## config.mk

```make
export PLATFORM = sky130hd
export DESIGN_NAME = bytecode_byte_fetch
export DESIGN_NICKNAME = d
export VERILOG_FILES = /design/src/rtl/bytecode_byte_fetch.sv
export SDC_FILE = /design/constraint.sdc
export NUM_CORES = 1
export LEC_CHECK = 0
export ABC_AREA = 0
export BUFFER_PORTS_ARGS = -buffer_cell sky130_fd_sc_hd__buf_2
export CAP_MARGIN = 20
export CELL_PAD_IN_SITES_DETAIL_PLACEMENT = 0
export CELL_PAD_IN_SITES_GLOBAL_PLACEMENT = 1
export CORE_AREA = 5 5 109 111
export DETAILED_ROUTE_END_ITERATION = 10
export DIE_AREA = 0 0 114 116
export PLACE_DENSITY = 0.87
export SYNTH_ARGS = -nofsm -noshare
export SYNTH_HDL_FRONTEND = slang
export SYNTH_SLANG_ARGS = --single-unit
export TNS_END_PERCENT = 50
```

## constraint.sdc

```tcl
create_clock -name clk -period 3.1 [get_ports clk]
set_clock_uncertainty 0.05 [all_clocks]
set_input_delay 0.155 -clock clk [delete_from_list [all_inputs] [get_ports clk]]
set_output_delay 0.155 -clock clk [all_outputs]
set_load 0.01 [all_outputs]
```

## src/rtl/bytecode_byte_fetch.sv

```systemverilog
// bytecode_byte_fetch
//
// Purpose:
//   Supplies one bytecode byte per single-cycle fetch request and owns the
//   JVM program counter. A one-halfword line buffer sits in front of the
//   16-bit, big-endian bytecode memory, so the second byte of a halfword is
//   normally served without a memory access. Delivered bytes are also
//   shifted into a 32-bit operand accumulator for the decode state machine.
//
// Ports:
//   clk, rst_n      - single rising-edge clock, asynchronous active-low reset
//   fetch           - request next byte (sampled only while busy = 0)
//   pc_load         - load pc_load_value into the PC (branch/invoke target)
//   pc_load_value   - target byte address
//   operand_clr     - clear the operand accumulator
//   mem_req         - bytecode memory read request, held until mem_ack
//   mem_addr        - halfword address of the request
//   mem_ack         - read data valid this cycle
//   mem_rdata       - halfword read data, even byte in [15:8]
//   byte_valid      - one-cycle pulse, byte_out is valid
//   byte_out        - delivered bytecode byte
//   operand         - shift accumulator of delivered bytes
//   pc              - byte address of the next byte to deliver
//   param_even      - high when pc is even
//   busy            - high whenever a request is in progress
module bytecode_byte_fetch #(
  parameter int ADDR_W = 16
) (
  input  logic              clk,
  input  logic              rst_n,
  input  logic              fetch,
  input  logic              pc_load,
  input  logic [ADDR_W-1:0] pc_load_value,
  input  logic              operand_clr,
  output logic              mem_req,
  output logic [ADDR_W-2:0] mem_addr,
  input  logic              mem_ack,
  input  logic [15:0]       mem_rdata,
  output logic              byte_valid,
  output logic [7:0]        byte_out,
  output logic [31:0]       operand,
  output logic [ADDR_W-1:0] pc,
  output logic              param_even,
  output logic              busy
);

  typedef enum logic [1:0] {
    IDLE    = 2'd0,
    REQ     = 2'd1,
    DELIVER = 2'd2,
    DRAIN   = 2'd3
  } state_t;

  state_t state;
  state_t next_state;

  logic [15:0]       buf_data;
  logic [ADDR_W-2:0] buf_addr;
  logic              buf_valid;

  logic [ADDR_W-2:0] pc_hw;
  logic              buf_hit;
  logic [15:0]       src_half;

  logic              mem_req_d;
  logic [ADDR_W-2:0] mem_addr_d;
  logic              byte_valid_d;
  logic [7:0]        byte_out_d;

  assign pc_hw      = pc[ADDR_W-1:1];
  assign buf_hit    = buf_valid && (buf_addr == pc_hw);
  assign param_even = ~pc[0];
  assign busy       = (state != IDLE);

  // State register.
  always_ff @(posedge clk or negedge rst_n) begin
    if (!rst_n) begin
      state <= IDLE;
    end else begin
      state <= next_state;
    end
  end

  // Next-state logic. A fetch that coincides with a PC load is dropped,
  // because it would refer to the PC that is being replaced. A load that
  // lands in the same cycle as the ack needs no drain: the request is
  // already complete, so its data is simply discarded.
  always_comb begin
    next_state = state;
    case (state)
      IDLE: begin
        if (fetch && !pc_load) begin
          next_state = buf_hit ? DELIVER : REQ;
        end
      end
      REQ: begin
        if (pc_load) begin
          next_state = mem_ack ? IDLE : DRAIN;
        end else if (mem_ack) begin
          next_state = DELIVER;
        end
      end
      DELIVER: next_state = IDLE;
      DRAIN: begin
        if (mem_ack) begin
          next_state = IDLE;
        end
      end
      default: next_state = IDLE;
    endcase
  end

  // Output decode. All memory-side and byte outputs are registered, so this
  // computes their values for the coming state. The request address is
  // captured only when a request starts and is then held, even across a
  // PC load, so the memory sees a stable request until it acknowledges.
  always_comb begin
    src_half     = (state == REQ) ? mem_rdata : buf_data;
    mem_req_d    = (next_state == REQ) || (next_state == DRAIN);
    mem_addr_d   = ((state == IDLE) && (next_state == REQ)) ? pc_hw : mem_addr;
    byte_valid_d = (next_state == DELIVER);
    byte_out_d   = byte_out;
    if (next_state == DELIVER) begin
      byte_out_d = pc[0] ? src_half[7:0] : src_half[15:8];
    end
  end

  // Output registers.
  always_ff @(posedge clk or negedge rst_n) begin
    if (!rst_n) begin
      mem_req    <= 1'b0;
      mem_addr   <= '0;
      byte_valid <= 1'b0;
      byte_out   <= 8'h00;
    end else begin
      mem_req    <= mem_req_d;
      mem_addr   <= mem_addr_d;
      byte_valid <= byte_valid_d;
      byte_out   <= byte_out_d;
    end
  end

  // PC and line buffer. Any PC load invalidates the buffer; a load during
  // DELIVER overrides the post-delivery increment. The buffer is filled
  // only by an ack that is not cancelled by a simultaneous load.
  always_ff @(posedge clk or negedge rst_n) begin
    if (!rst_n) begin
      pc        <= '0;
      buf_data  <= 16'h0000;
      buf_addr  <= '0;
      buf_valid <= 1'b0;
    end else begin
      if (pc_load) begin
        pc        <= pc_load_value;
        buf_valid <= 1'b0;
      end else begin
        if (state == DELIVER) begin
          pc <= pc + ADDR_W'(1);
        end
        if ((state == REQ) && mem_ack) begin
          buf_data  <= mem_rdata;
          buf_addr  <= mem_addr;
          buf_valid <= 1'b1;
        end
      end
    end
  end

  // Operand accumulator. A clear together with a delivered byte restarts
  // the accumulation with that byte rather than losing it.
  always_ff @(posedge clk or negedge rst_n) begin
    if (!rst_n) begin
      operand <= 32'h0;
    end else if (byte_valid) begin
      operand <= operand_clr ? {24'h0, byte_out} : {operand[23:0], byte_out};
    end else if (operand_clr) begin
      operand <= 32'h0;
    end
  end

endmodule

```

==> results.ini <==
[power]
seq_power_share_pct = 52.2
p_int_mw = 2.62
pwr_density_cell_mw_per_mm2 = 638
swShare_pct = 32.4
p_comb_share_pct = 27.0
max-vdd-ir-drop_mv = 0.353
power.leakage_nw = 2.81
pwr-share-clk_pct = 20.9
p_sw_mw = 1.25

[timing]
tns_ns = 0
period_needed_ns = 2.14
fin_ws_ns = 0.962
drv_slew = 0
max_clock_freq_mhz = 468
slew_headroom_pct = 37.7
worstMarginPinSlew_ns = 0.934
finalCritPeriodShare_pct = 69.0
setup_violations = 0
holdWs_ns = 0.0422
rsz0062_at_grt = no
finalHoldViolCount = 0

[clocking]
cts_tree = done
clk_latency_ns = 0.37
holdBufCountCts = 33
cts-resized-gates = 0
cts-root-buf = clkbuf_8
numCtsBuffers = 9
clk_pin_slew_ns = 0.11
h-tree-depth = 3
clock_path_buffers = 2
postCtsSetupBuffers = 0
clkSinkCount = 107

[placed_design]
port_buffers = 112
placed_cell_area_mm2 = 0.00553
dp_hpwl_um = 7850
place_ws_ns = 0.931
gp_congestion = 0.802

[synth]
synth-compound-area-share_pct = 5.96
synth_warnings = 0
synth_top_family_by_area = multiplexers
synth_edf_count = 0
synthMuxAreaShare_pct = 22.1
synth_ff_type = dfrtp_1
async_flop_share_pct = 100
netlist_area_mm2 = 0.00487
yosysTopAreaCell = dfrtp_1
synth-simple-area-share_pct = 8.25
synth_common_cells = dfrtp_1 (107), mux2_2 (36), mux2i_1 (33), nor2_1 (30), o21ai_0 (24)
synth_fa_ha_area_share_pct = 0.257
post_synth_inst_count = 381
avgSynthCellArea_um2 = 12.8
yosys.cell_types.count = 36
synth_xor_area_share_pct = 5.58
post-synth-top-count-cell = dfrtp_1
syn-num-nets = 420
synthTopCellsByArea = dfrtp_1 (55%), mux2_2 (8.3%), mux2i_1 (6.8%)
synth_seq_cells = 107
synth_seq_area_share_pct = 55.0
netlist.area_leader.share_pct = 55.0

[min_path]
min_from = mem_rdata[0]
min_path_cells = 2
min_path_type = in2reg
hold_end = buf_data[0]

[cells_and_area]
final_area_mm2 = 0.00607
multi_input_comb_area_mm2 = 0.00205
antennaDiodeCount = 0
nets = 560
drive_above_1_share_pct = 36.5
nFillCells = 888
ff_latch_area_mm2 = 0.00268
syn2layout_area_growth_pct = 24.7
final_core_util_pct = 56.8

[flow_run]
drv_cap = 0

[setup_path]
rr_startpoint = state[0]
path_max_fanout = 33
crit_path_frequent_cell = buf_4
critPathMaxStageDelay_ns = 0.71
crit_chain = inv_1 -> nor2_2 -> buf_4 -> and3_2 -> buf_4 -> a22oi_1 -> o21ai_0
cp_num_buf_inv = 3
worstSetupPathType = reg2reg
crit_path_start_kind = register
reg2regPathDepth = 7
reg2reg_slack_ns = 0.96
reg2reg_to = byte_out[1]
critical_path_arrival_ns = 2.36
setup.worst_path.end_class = register
cpMaxStageDelayCell = and3_2
required_ns = 3.32
path_delay_family = simple AND/OR/NAND/NOR gates

[detailed_routing]
firstDrtPassIters = 4
num_vias = 3445
drt-total-wl_um = 11300
initialDrtViolationCount = 156
routedWlPerCell_um = 16.9
vias_per_cell = 5.17
drc_errors = 0
antenna_left = 0

[die]
pin_count = 113
die-area_mm2 = 0.0132
rows = 38
start_util_pct = 45.5
coreArea_mm2 = 0.0107
die_y_um = 116
die_w_um = 114

[grt]
grt_pass1_wl_um = 18300
overflow = 0
grt_usage_pct = 17.6
grt_pass1_vias = 3514
grt_max_degree = 87
antenna_found_initial = 0

[status]
outcome = completed

[cell usage in the layout, fill, tap and decap left out, types with 10 or more instances in the layout]
master,instances
dfrtp_1,107
nor2_1,30
mux2_2,36
xnor2_1,21
xor2_1,10
mux2_4,10
nand2_1,21
buf_2,111
mux2i_1,33
dlygate4sd3_1,33
o21ai_0,24
[logic make-up (layout without fill, tap and decap cells)]
kind of cell | Yosys count | after routing
buf+inv | 27 | 172
fa+ha+maj | 1 | 1
flops | 107 | 107
mux | 87 | 87
xor+xnor | 31 | 31
simple gates | 82 | 82
compound gates | 46 | 46
[worst register-to-register path, delay by kind of cell, from the launching register on]
| family | cells | cell delay (ns) |
|---|---|---|
| DFF | 1 | 0.43 |
| and+or+nand+nor | 2 | 0.80 |
| AOI/OAI and AO/OA | 2 | 0.20 |
| buffers and inverters | 3 | 0.58 |
[area by class of cell]
cell class / count / share of cell area (%)
flip-flops and latches: 107 / 44.1
multi-input cells: 247 / 33.8
repair buffers: 153 / 16.0
well taps: 140 / 2.88
clock buffers: 9 / 2.04
clock inverters: 7 / 0.968
inverters: 3 / 0.185
[routing by layer]
metal	share of wire, %	GRT usage [%]	wire (µm)
met1	46	24.9	5200
met2	47	27.4	5240
met3	5.4	3.66	609
met4	1.8	5.78	197
met5	0	0	0
[power groups by stage]
| stage | clock network [mW] | logic (mW) | registers [mW] |
|---|---|---|---|
| after global placement | 0 | 0.990 | 2.03 |
| after global routing | 0.878 | 1.15 | 2.07 |
| final | 0.809 | 1.05 | 2.02 |
| after floorplan | 0 | 0.643 | 2.01 |
| after CTS | 0.829 | 1.05 | 2.02 |
| after detailed placement | 0 | 1.02 | 2.04 |
[how the worst max path moves through the flow]
| stage | startpoint | endpoint | slack (ns) | depth (start not counted) |
|---|---|---|---|---|
| 6_report | state[0] | byte_out[1] | 0.96 | 7 |
| 4_1_cts | state[0] | byte_out[1] | 0.92 | 7 |
| 5_1_grt | state[0] | byte_out[1] | 0.76 | 7 |
| 2_1_floorplan | pc[4] | mem_addr[10] | 1.16 | 7 |
| 3_3_place_gp | pc[2] | mem_addr[8] | 0.96 | 6 |
| 3_5_place_dp | pc_load | mem_addr[2] | 0.93 | 5 |
[through the flow]
| stage | total power, mW | instances |
|---|---|---|
| finish | 3.88 | 666 |
| global route | 4.09 | 666 |
| CTS | 3.90 | 665 |
| detailed placement | 3.06 | 616 |
| global placement | 3.02 | 616 |
| floorplan | 2.65 | 381 |
[state kept, by name, indices dropped and copies added (netlist names)]
name and cells:
buf_data 16, state 2, pc 16, mem_req 1
byte_out 8, buf_addr 15, byte_valid 1, mem_addr 15
operand 32, buf_valid 1
Note: power is estimated with default switching activity, not from simulation.
